[src/rtl/div_tick_pkg.sv]
// Shared types and constants for the divider tap selector.
package div_tick_pkg;

   typedef enum logic [1:0] {
      IDLE     = 2'd0,
      WAIT_OLD = 2'd1,
      WAIT_NEW = 2'd2,
      ACK      = 2'd3
   } sel_state_t;

   localparam int N_DIV_MAX = 256;
   localparam int ACK_HOLD  = 1;

   function automatic int div_clog2(input int n);
      int r;
      r = 0;
      for (int i = 0; i < 32; i++) begin
         if ((1 << i) < n) r = i + 1;
      end
      return r;
   endfunction

endpackage

[src/rtl/div_tick_edge.sv]
// Registers the selected divider level behind the switch gate and flags its rising edge.
module div_tick_edge #(
   parameter int N_DIV = 8,
   parameter int SEL_W = 3
) (
   input  logic             i_clk,
   input  logic             i_rst,
   input  logic [N_DIV-1:0] i_div_in,
   input  logic [SEL_W-1:0] i_sel,
   input  logic             i_gate,
   output logic             o_clk_out,
   output logic             o_tick
);

   logic w_lvl;
   logic r_clk_out;
   logic r_tick;

   assign w_lvl = i_div_in[i_sel];

   always_ff @(posedge i_clk or posedge i_rst) begin
      if (i_rst) begin
         r_clk_out <= 1'b0;
         r_tick    <= 1'b0;
      end else begin
         r_clk_out <= ~i_gate & w_lvl;
         r_tick    <= ~i_gate & w_lvl & ~r_clk_out;
      end
   end

   assign o_clk_out = r_clk_out;
   assign o_tick    = r_tick;

endmodule

[src/rtl/div_tick_sel.sv]
// Glitch-free run-time tap selector for the power-of-two clock divider.
// Define DIV_TICK_CNT_EN to build the free-running tick counter; otherwise o_tick_cnt is 0.
//
// state    | meaning
// IDLE     | tap stable, accepting requests (after ACK_HOLD cycles)
// WAIT_OLD | waiting for the old tap to read low, then gate the output
// WAIT_NEW | gated; waiting for the new tap to read low before switching
// ACK      | switch complete; sel_ack pulses in the following cycle
module div_tick_sel
   import div_tick_pkg::*;
#(
   parameter int N_DIV   = 8,
   parameter int SEL_W   = div_clog2(N_DIV),
   parameter int RST_SEL = 0,
   parameter int CNT_W   = 16
) (
   input  logic             i_clk,
   input  logic             i_rst,
   input  logic [N_DIV-1:0] i_div_in,
   input  logic             i_sel_req,
   input  logic [SEL_W-1:0] i_sel_idx,
   output logic             o_sel_ack,
   output logic             o_busy,
   output logic [SEL_W-1:0] o_cur_sel,
   output logic             o_clk_out,
   output logic             o_tick,
   output logic [CNT_W-1:0] o_tick_cnt
);

   sel_state_t       r_state;
   logic [SEL_W-1:0] r_cur_sel;
   logic [SEL_W-1:0] r_pend_idx;
   logic             r_gate;
   logic             r_sel_ack;
   logic             r_busy;
   logic [1:0]       r_hold;

   logic w_old_lvl;
   logic w_new_lvl;
   logic w_oob;
   logic w_same;

   assign w_old_lvl = i_div_in[r_cur_sel];
   assign w_new_lvl = i_div_in[r_pend_idx];
   // An out-of-range index is answered like a request for the current tap.
   assign w_oob     = (32'(i_sel_idx) >= 32'(N_DIV));
   assign w_same    = w_oob || (i_sel_idx == r_cur_sel);

   always_ff @(posedge i_clk or posedge i_rst) begin
      if (i_rst) begin
         r_state    <= IDLE;
         r_cur_sel  <= SEL_W'(RST_SEL);
         r_pend_idx <= SEL_W'(RST_SEL);
         r_gate     <= 1'b0;
         r_sel_ack  <= 1'b0;
         r_busy     <= 1'b0;
         r_hold     <= 2'd0;
      end else begin
         r_sel_ack <= 1'b0;
         case (r_state)
            IDLE: begin
               if (r_hold != 2'd0) begin
                  r_hold <= r_hold - 2'd1;
               end else if (i_sel_req) begin
                  r_busy <= 1'b1;
                  if (w_same) begin
                     r_state <= ACK;
                  end else begin
                     r_pend_idx <= i_sel_idx;
                     r_state    <= WAIT_OLD;
                  end
               end
            end
            WAIT_OLD: begin
               if (!w_old_lvl) begin
                  r_gate  <= 1'b1;
                  r_state <= WAIT_NEW;
               end
            end
            WAIT_NEW: begin
               if (!w_new_lvl) begin
                  r_cur_sel <= r_pend_idx;
                  r_gate    <= 1'b0;
                  r_state   <= ACK;
               end
            end
            ACK: begin
               r_sel_ack <= 1'b1;
               r_busy    <= 1'b0;
               r_hold    <= 2'(ACK_HOLD);
               r_state   <= IDLE;
            end
            default: r_state <= IDLE;
         endcase
      end
   end

   div_tick_edge #(
      .N_DIV (N_DIV),
      .SEL_W (SEL_W)
   ) u_edge (
      .i_clk     (i_clk),
      .i_rst     (i_rst),
      .i_div_in  (i_div_in),
      .i_sel     (r_cur_sel),
      .i_gate    (r_gate),
      .o_clk_out (o_clk_out),
      .o_tick    (o_tick)
   );

`ifdef DIV_TICK_CNT_EN
   logic [CNT_W-1:0] r_tick_cnt;
   logic             w_tick_set;

   // Counts in the same edge that raises tick, so the count already includes it.
   assign w_tick_set = ~r_gate & w_old_lvl & ~o_clk_out;

   always_ff @(posedge i_clk or posedge i_rst) begin
      if (i_rst) begin
         r_tick_cnt <= '0;
      end else if (w_tick_set) begin
         r_tick_cnt <= r_tick_cnt + CNT_W'(1);
      end
   end

   assign o_tick_cnt = r_tick_cnt;
`else
   assign o_tick_cnt = '0;
`endif

   assign o_sel_ack = r_sel_ack;
   assign o_busy    = r_busy;
   assign o_cur_sel = r_cur_sel;

endmodule
[config.mk]
export PLATFORM = sky130hd
export DESIGN_NAME = div_tick_sel
export DESIGN_NICKNAME = d
export VERILOG_FILES = /design/src/rtl/div_tick_pkg.sv /design/src/rtl/div_tick_edge.sv /design/src/rtl/div_tick_sel.sv
export SDC_FILE = /design/constraint.sdc
export NUM_CORES = 1
export LEC_CHECK = 0
export BUFFER_PORTS_ARGS = -buffer_cell sky130_fd_sc_hd__buf_2
export CORE_MARGIN = 4
export CORE_UTILIZATION = 50
export CTS_CLUSTER_SIZE = 28
export DETAILED_ROUTE_END_ITERATION = 6
export PLACE_DENSITY_LB_ADDON = 0.08
export REMOVE_ABC_BUFFERS = 1
export SKIP_LAST_GASP = 1
export SLEW_MARGIN = 20
export SYNTH_ARGS = -nofsm -noshare
export SYNTH_HDL_FRONTEND = slang
export SYNTH_SLANG_ARGS = --single-unit
[constraint.sdc]
create_clock -name i_clk -period 2.7 [get_ports i_clk]
set_input_delay 0.135 -clock i_clk [delete_from_list [all_inputs] [get_ports i_clk]]
set_output_delay 0.135 -clock i_clk [all_outputs]
set_load 0.02 [all_outputs]
==> results of run 1 <==
-- registers in the layout, indices dropped and copies added (netlist names) --
signal / flops
o_cur_sel: 32
r_pend_idx: 32
r_hold: 2
r_state: 2
o_busy: 1
o_sel_ack: 1
r_gate: 1
u_edge.o_clk_out: 1
u_edge.o_tick: 1
-- area by class of cell --
cell class              instances  area, um2
clock buffers                  11      141.4
inverters                       9      33.78
repair buffers                 81      427.9
fillers                       576       2723
well taps                      96      120.1
flip-flops and latches         73       1827
clock inverters                 4      20.02
multi-input cells             177       1577
-- kinds of logic (layout without fill, tap and decap cells) --
logic type,Yosys count,count (layout),share of synthesized area
DFF,73,73,0.5114
and+or+nand+nor,65,65,0.1065
xor gates and xnor gates,32,32,0.07846
muxes,44,44,0.1926
other,1,16,0.001050
AOI/OAI and AO/OA,14,14,0.02592
adders and majority gates,6,6,0.02102
buffers and inverters,31,105,0.06305
-- layout by cell type, fill, tap and decap left out, types with 2 or more instances in the layout --
| cell | instances |
|---|---|
| nand4_1 | 10 |
| mux2_4 | 30 |
| clkbuf_8 | 10 |
| mux4_1 | 4 |
| mux2_2 | 6 |
| dfrtp_1 | 73 |
| ha_1 | 6 |
| o21ai_0 | 5 |
| nor2_1 | 8 |
| nor3_1 | 3 |
| buf_2 | 78 |
| nand2_1 | 4 |
| a21oi_1 | 3 |
| nor4_1 | 8 |
| mux2i_1 | 2 |
| inv_1 | 8 |
| mux4_2 | 2 |
| conb_1 | 16 |
| xnor2_1 | 32 |
| and2_1 | 29 |
| clkinv_2 | 4 |
-- layer usage --
layer  GRT usage  vias up  wire length [um]
li1            -     1057                 -
met1      0.2527     1105              3364
met2      0.2840       81              3484
met3     0.05930        6               464
met4     0.03713        0                69
met5           0        -                 0
-- metrics by stage --
stage          setup WS, ns  area [um2]
6_report             0.3792        4146
5_1_grt              0.3089        4146
4_1_cts              0.3679        4146
3_5_place_dp         0.3886        3975
3_3_place_gp         0.4316        3975
2_1_floorplan        0.5987        3437
-- power breakdown --
| group | total (mW) | internal [mW] | switching (mW) | leakage [nW] |
|---|---|---|---|---|
| logic | 0.589 | 0.239 | 0.349 | 1.07 |
| clock network | 0.724 | 0.347 | 0.376 | 0.0887 |
| registers | 1.18 | 1.15 | 0.0318 | 1.01 |
| total | 2.49 | 1.73 | 0.758 | 2.17 |
-- worst reg2reg max path, stage by stage (launching register included) --
cell and delay, ns:
dfrtp_1 0.45, mux4_1 0.57, mux2_2 0.29, nand2b_4 0.43
mux2_4 0.46
-- repair_timing --
item                                    4_1_cts  5_1_grt
buffers inserted                              0        0
endpoints found under the setup margin        0        0
resized for setup                             0        0
hold buffers                                  1        0
hold endpoints to repair                     32        0
-- worst max-delay path by stage --
stage / cells after the start / startpoint / end / slack (ns)
floorplan: 4 / r_pend_idx[1]$_DFFE_PP0P_ / o_cur_sel[0]$_DFFE_PP0P_ / 0.60
global placement: 4 / r_pend_idx[1]$_DFFE_PP0P_ / o_cur_sel[6]$_DFFE_PP0P_ / 0.43
detailed placement: 4 / r_pend_idx[1]$_DFFE_PP0P_ / o_cur_sel[28]$_DFFE_PP0P_ / 0.39
CTS: 4 / r_pend_idx[1]$_DFFE_PP0P_ / o_cur_sel[28]$_DFFE_PP0P_ / 0.37
global route: 4 / r_pend_idx[1]$_DFFE_PP0P_ / o_cur_sel[26]$_DFFE_PP0P_ / 0.31
finish: 4 / r_pend_idx[1]$_DFFE_PP0P_ / o_cur_sel[20]$_DFFE_PP0P_ / 0.38
==> results_tabular.tex, run 1 <==
\begin{tabular}{lr}
\hline
Metric & Value \\
\hline
\multicolumn{2}{l}{\textbf{Logic synthesis}} \\
Dominant cells by area after synthesis & dfrtp\_1, mux2\_4, xnor2\_1, and2\_1, buf\_4 \\
Post-synth EDFFs & 0 \\
Total number of yosys warnings & 0 \\
Cell variety after synth & 30 \\
Total standard cell area after synthesis & 3572 um2 \\
Sequential element share of the synthesized area & 0.5114 \\
Average size of a mapped cell & 13.43 um2 \\
Async S/R FF share, synth & 1.000 \\
Seq cells post-synth & 73 \\
Yosys top cell area share & 0.5114 \\
Post-synthesis instance total & 266 \\
Prevailing post-synth register cell & dfrtp\_1 \\
Synth top cells by count & dfrtp\_1, xnor2\_1, mux2\_4, and2\_1, buf\_4 \\
Cell type with the highest aggregate area in the netlist & dfrtp\_1 \\
Most numerous cell in the Yosys netlist & dfrtp\_1 \\
\multicolumn{2}{l}{\textbf{Detailed routing}} \\
Overall routed net length & 7383 um \\
Number of routed nets with antenna violations & 0 \\
Via density per instance & 4.987 \\
Wire per inst & 16.37 um \\
DR iter-0 viols & 102 \\
Drt first pass iters & 4 \\
Total via count in the routed design & 2249 \\
DRC Markers & 0 \\
\multicolumn{2}{l}{\textbf{Worst setup path}} \\
CP cell instances & mux4\_1 > mux2\_2 > nand2b\_4 > mux2\_4 \\
Worst path buffer plus inverter count & 0 \\
Endpoint of the worst-slack reg-to-reg timing path & o\_cur\_sel[20]\$\_DFFE\_PP0P\_ \\
Worst endpoint data arrival time & 2.54 ns \\
Worst reg2reg path startpoint & r\_pend\_idx[1]\$\_DFFE\_PP0P\_ \\
Kind of capture point of the worst setup path & register \\
Register-to-Register Setup Slack & 0.38 ns \\
Count of cells along the worst register-to-register path & 4 \\
Worst Path Class, Setup & reg2reg \\
Data required, critical path & 2.92 ns \\
Crit-path leading delay family & multiplexers \\
Largest fanout on the critical path & 31 \\
Crit-path max cell delay & 0.57 ns \\
Sort of element at the start of the critical path & register \\
Master of the slowest instance on the critical path & mux4\_1 \\
\multicolumn{2}{l}{\textbf{Finish}} \\
Final layout net count & 400 \\
Cell Count, Final, Fillers Out & 451 \\
N\_diodes & 0 \\
Area growth, synth to finish & 16.08\% \\
Share of post-route cells with drive strength above 1 & 0.3775 \\
Final core area utilization & 0.6036 \\
\multicolumn{2}{l}{\textbf{Power}} \\
Leakage Power & 2.168 nW \\
Total power & 2.491 mW \\
Total power divided by cell area & 600.8 nW/um2 \\
Worst VDD drop & 0.3187 mV \\
\multicolumn{2}{l}{\textbf{STA}} \\
Minimum hold slack & 0.06612 ns \\
Final count of hold timing violations & 0 \\
Fin crit period & 2.321 ns \\
Final setup violating endpoints & 0 \\
Final total negative setup slack & 0 ns \\
RSZ-0062 raised after global routing & false \\
Post-route clock period utilization & 0.8595 \\
Slew @ Worst Pin & 0.7031 ns \\
Slew margin rel. & 0.5306 \\
Max Clock Skew & 0.008764 ns \\
Maximum achievable frequency & 430.9 MHz \\
Final max-slew violation count & 0 \\
\multicolumn{2}{l}{\textbf{Die}} \\
Top-level I/O count & 95 \\
Floorplan row count & 30 \\
Die height & 92.53 um \\
Core Box Area & 6869 um2 \\
Chip width & 92.53 um \\
DIE AREA & 8561 um2 \\
Initial standard-cell utilization of the core & 0.5200 \\
\multicolumn{2}{l}{\textbf{Global route}} \\
Overall track demand over capacity in global routing & 0.1829 \\
Pin count of the biggest net entering global routing & 42 \\
Antenna violations before repair & 0 \\
First-pass GRT wire length & 11970 um \\
Aggregate global routing overflow & 0 \\
Number of global-route vias before repair & 2296 \\
\multicolumn{2}{l}{\textbf{Placed design}} \\
RD Place Congestion & 0.8836 \\
Count of input and output buffers & 78 \\
Post-detailed-placement half-perimeter wirelength & 5558 um \\
DP Cell Count & 435 \\
\multicolumn{2}{l}{\textbf{Clock tree}} \\
H-Tree Depth & 3 \\
TritonCTS clock tree & built \\
Total CTS buffers & 9 \\
Sinks on the clock net & 73 \\
Worst skew pair latency & 0.34 ns \\
Buffer depth of the longest clock path & 2 \\
Clock Tree Root & clkbuf\_8 \\
Clock transition at the register clock pins on the worst setup and hold paths after CTS & 0.08 ns \\
\multicolumn{2}{l}{\textbf{Worst hold path}} \\
Startpoint of the lowest-slack hold path & i\_sel\_idx[1] \\
Sink of the worst hold path & r\_pend\_idx[1]\$\_DFFE\_PP0P\_ \\
Classification of the worst-slack hold path & in2reg \\
Worst hold stages & 2 \\
\multicolumn{2}{l}{\textbf{Status}} \\
Run status & complete, no violations \\
\multicolumn{2}{l}{\textbf{Job}} \\
Maximum Capacitance Violations & 0 \\
\hline
\end{tabular}
No activity file was read; power rests on OpenSTA's default activity.
==> inputs of run 2 (changes only) <==
==> constraint.sdc (replaced) <==
create_clock -name i_clk -period 2.35 [get_ports i_clk]
set_input_delay 0.1175 -clock i_clk [delete_from_list [all_inputs] [get_ports i_clk]]
set_output_delay 0.1175 -clock i_clk [all_outputs]
set_load 0.02 [all_outputs]
==> run 2 against run 1 <==
Net effect: sequential power grew 14%; combinational power grew 19%; hold slack lost 0.025 ns; clock skew grew 0.0036 ns; global-route usage grew 0.38 points; clock-buffer cell count shrank 1; non-clock buffer count grew 4; sequential cell count is the same; sequential share of layout area shrank 0.78 points.
==> results_tabular.tex, run 2 (same netlist as run 1, synthesis figures left out) <==
\begin{tabular}{lr}
\hline
Metric & Value \\
\hline
\multicolumn{2}{l}{\textbf{Status}} \\
Run status & complete, no violations \\
\multicolumn{2}{l}{\textbf{Global route}} \\
Antenna violations before repair & 0 \\
Aggregate global routing overflow & 0 \\
Pin count of the biggest net entering global routing & 47 \\
Number of global-route vias before repair & 2377 \\
Overall track demand over capacity in global routing & 0.1867 \\
First-pass GRT wire length & 12110 um \\
\multicolumn{2}{l}{\textbf{Worst setup path}} \\
Kind of capture point of the worst setup path & register \\
Worst endpoint data arrival time & 2.34 ns \\
Data required, critical path & 2.58 ns \\
Largest fanout on the critical path & 23 \\
Endpoint of the worst-slack reg-to-reg timing path & o\_cur\_sel[7]\$\_DFFE\_PP0P\_ \\
Worst reg2reg path startpoint & r\_pend\_idx[1]\$\_DFFE\_PP0P\_ \\
Register-to-Register Setup Slack & 0.23 ns \\
Count of cells along the worst register-to-register path & 5 \\
Worst Path Class, Setup & reg2reg \\
Sort of element at the start of the critical path & register \\
\multicolumn{2}{l}{\textbf{Power}} \\
Internal power & 2.104 mW \\
Net switching power & 0.9294 mW \\
Total power divided by cell area & 718.6 nW/um2 \\
Leakage Power & 2.192 nW \\
Reg power frac & 0.446 \\
Part of the power in combinational logic & 0.230 \\
Switching share of total power & 0.3064 \\
Clock share of power & 0.324 \\
Worst VDD drop & 0.4611 mV \\
\multicolumn{2}{l}{\textbf{Job}} \\
Maximum Capacitance Violations & 0 \\
\multicolumn{2}{l}{\textbf{STA}} \\
Slew margin rel. & 0.5809 \\
Minimum hold slack & 0.04095 ns \\
Post-route clock period utilization & 0.9004 \\
Final setup violating endpoints & 0 \\
Maximum achievable frequency & 472.6 MHz \\
Slew @ Worst Pin & 0.6277 ns \\
Fin crit period & 2.116 ns \\
Final max-slew violation count & 0 \\
Final count of hold timing violations & 0 \\
Max Clock Skew & 0.01237 ns \\
RSZ-0062 raised after global routing & false \\
Final total negative setup slack & 0 ns \\
\multicolumn{2}{l}{\textbf{Finish}} \\
Leading cell type in the layout, fill and taps excluded & buf\_2 \\
Area taken by flip-flops and latches & 1827 um2 \\
Cell Count, Final, Fillers Out & 456 \\
Area of combinational cells with multiple inputs & 1577 um2 \\
Filler instances & 566 \\
Final layout net count & 404 \\
Most frequent cells in the layout & buf\_2, dfrtp\_1, xnor2\_1 \\
N\_diodes & 0 \\
Share of post-route cells with drive strength above 1 & 0.3861 \\
Area growth, synth to finish & 18.18\% \\
\multicolumn{2}{l}{\textbf{Placed design}} \\
DP Cell Count & 439 \\
Count of input and output buffers & 78 \\
RD Place Congestion & 0.8418 \\
Post-detailed-placement half-perimeter wirelength & 5684 um \\
\multicolumn{2}{l}{\textbf{Clock tree}} \\
Hold buffers post-CTS & 1 \\
Buffer depth of the longest clock path & 2 \\
Sinks on the clock net & 73 \\
Clock Tree Root & clkbuf\_8 \\
H-Tree Depth & 3 \\
TritonCTS clock tree & built \\
Post-CTS Repair Setup Buffers & 0 \\
Total CTS buffers & 9 \\
Post-CTS sizing & 0 \\
Clock transition at the register clock pins on the worst setup and hold paths after CTS & 0.08 ns \\
Worst skew pair latency & 0.35 ns \\
\multicolumn{2}{l}{\textbf{Die}} \\
Chip width & 92.53 um \\
Top-level I/O count & 95 \\
Floorplan row count & 30 \\
DIE AREA & 8561 um2 \\
Core Box Area & 6869 um2 \\
Die height & 92.53 um \\
Initial standard-cell utilization of the core & 0.5200 \\
\multicolumn{2}{l}{\textbf{Detailed routing}} \\
Number of routed nets with antenna violations & 0 \\
Total via count in the routed design & 2268 \\
Drt first pass iters & 4 \\
DR iter-0 viols & 54 \\
Wire per inst & 16.52 um \\
Via density per instance & 4.974 \\
DRC Markers & 0 \\
Overall routed net length & 7534 um \\
\multicolumn{2}{l}{\textbf{Worst hold path}} \\
Classification of the worst-slack hold path & in2reg \\
Worst hold stages & 2 \\
Sink of the worst hold path & r\_pend\_idx[0]\$\_DFFE\_PP0P\_ \\
Startpoint of the lowest-slack hold path & i\_sel\_idx[0] \\
\hline
\end{tabular}
## run 2: layout make-up
cell class | instances | share of cell area
inverter | 9 | 0.008002
tap | 96 | 0.02845
clock inverter | 6 | 0.01571
timing repair buffer | 85 | 0.1114
clock buffer | 10 | 0.03023
sequential | 73 | 0.4327
multi-input combinational | 177 | 0.3734
## run 2: worst max path at each step
stage / to / slack [ns] / start / cells after the start
5_1_grt: o_cur_sel[7]$_DFFE_PP0P_ / 0.17 / r_pend_idx[1]$_DFFE_PP0P_ / 5
4_1_cts: o_cur_sel[10]$_DFFE_PP0P_ / 0.25 / r_pend_idx[1]$_DFFE_PP0P_ / 5
2_1_floorplan: o_cur_sel[0]$_DFFE_PP0P_ / 0.25 / r_pend_idx[1]$_DFFE_PP0P_ / 4
3_5_place_dp: o_cur_sel[24]$_DFFE_PP0P_ / 0.26 / r_pend_idx[1]$_DFFE_PP0P_ / 5
3_3_place_gp: o_cur_sel[1]$_DFFE_PP0P_ / 0.29 / r_pend_idx[1]$_DFFE_PP0P_ / 5
6_report: o_cur_sel[7]$_DFFE_PP0P_ / 0.23 / r_pend_idx[1]$_DFFE_PP0P_ / 5
## run 2: stage by stage
step | setup slack, ns | util | power (mW) | area (um2)
after floorplan | 0.2487 | - | 1.870 | 3437
after global placement | 0.2939 | 0.5849 | 2.070 | 4018
after detailed placement | 0.2629 | 0.5849 | 2.082 | 4018
after CTS | 0.2481 | 0.6146 | 3.060 | 4222
after global routing | 0.1740 | 0.6146 | 3.189 | 4222
final | 0.2340 | 0.6146 | 3.033 | 4222
## run 2: critical path, stage by stage (launching register included)
cell and delay, ns:
dfrtp_1 0.46, mux4_1 0.58, mux2_2 0.30, nand2b_4 0.16
buf_12 0.18, mux2_4 0.31
## run 2: power groups by stage
| stage | Sequential (mW) | Clock, mW | Combinational (mW) |
|---|---|---|---|
| finish | 1.35 | 0.983 | 0.699 |
| global route | 1.36 | 1.05 | 0.780 |
| floorplan | 1.40 | 0 | 0.473 |
| CTS | 1.35 | 1.00 | 0.707 |
| global placement | 1.38 | 0 | 0.693 |
| detailed placement | 1.38 | 0 | 0.703 |
## run 2: metal layers
layer,vias up,part of all wire,track usage,wire (um)
li1,1069,-,-,-
met1,1117,0.46,0.2552,3478
met2,71,0.46,0.2888,3474
met3,11,0.058,0.03574,438
met4,0,0.019,0.08416,142
met5,-,0,0,0
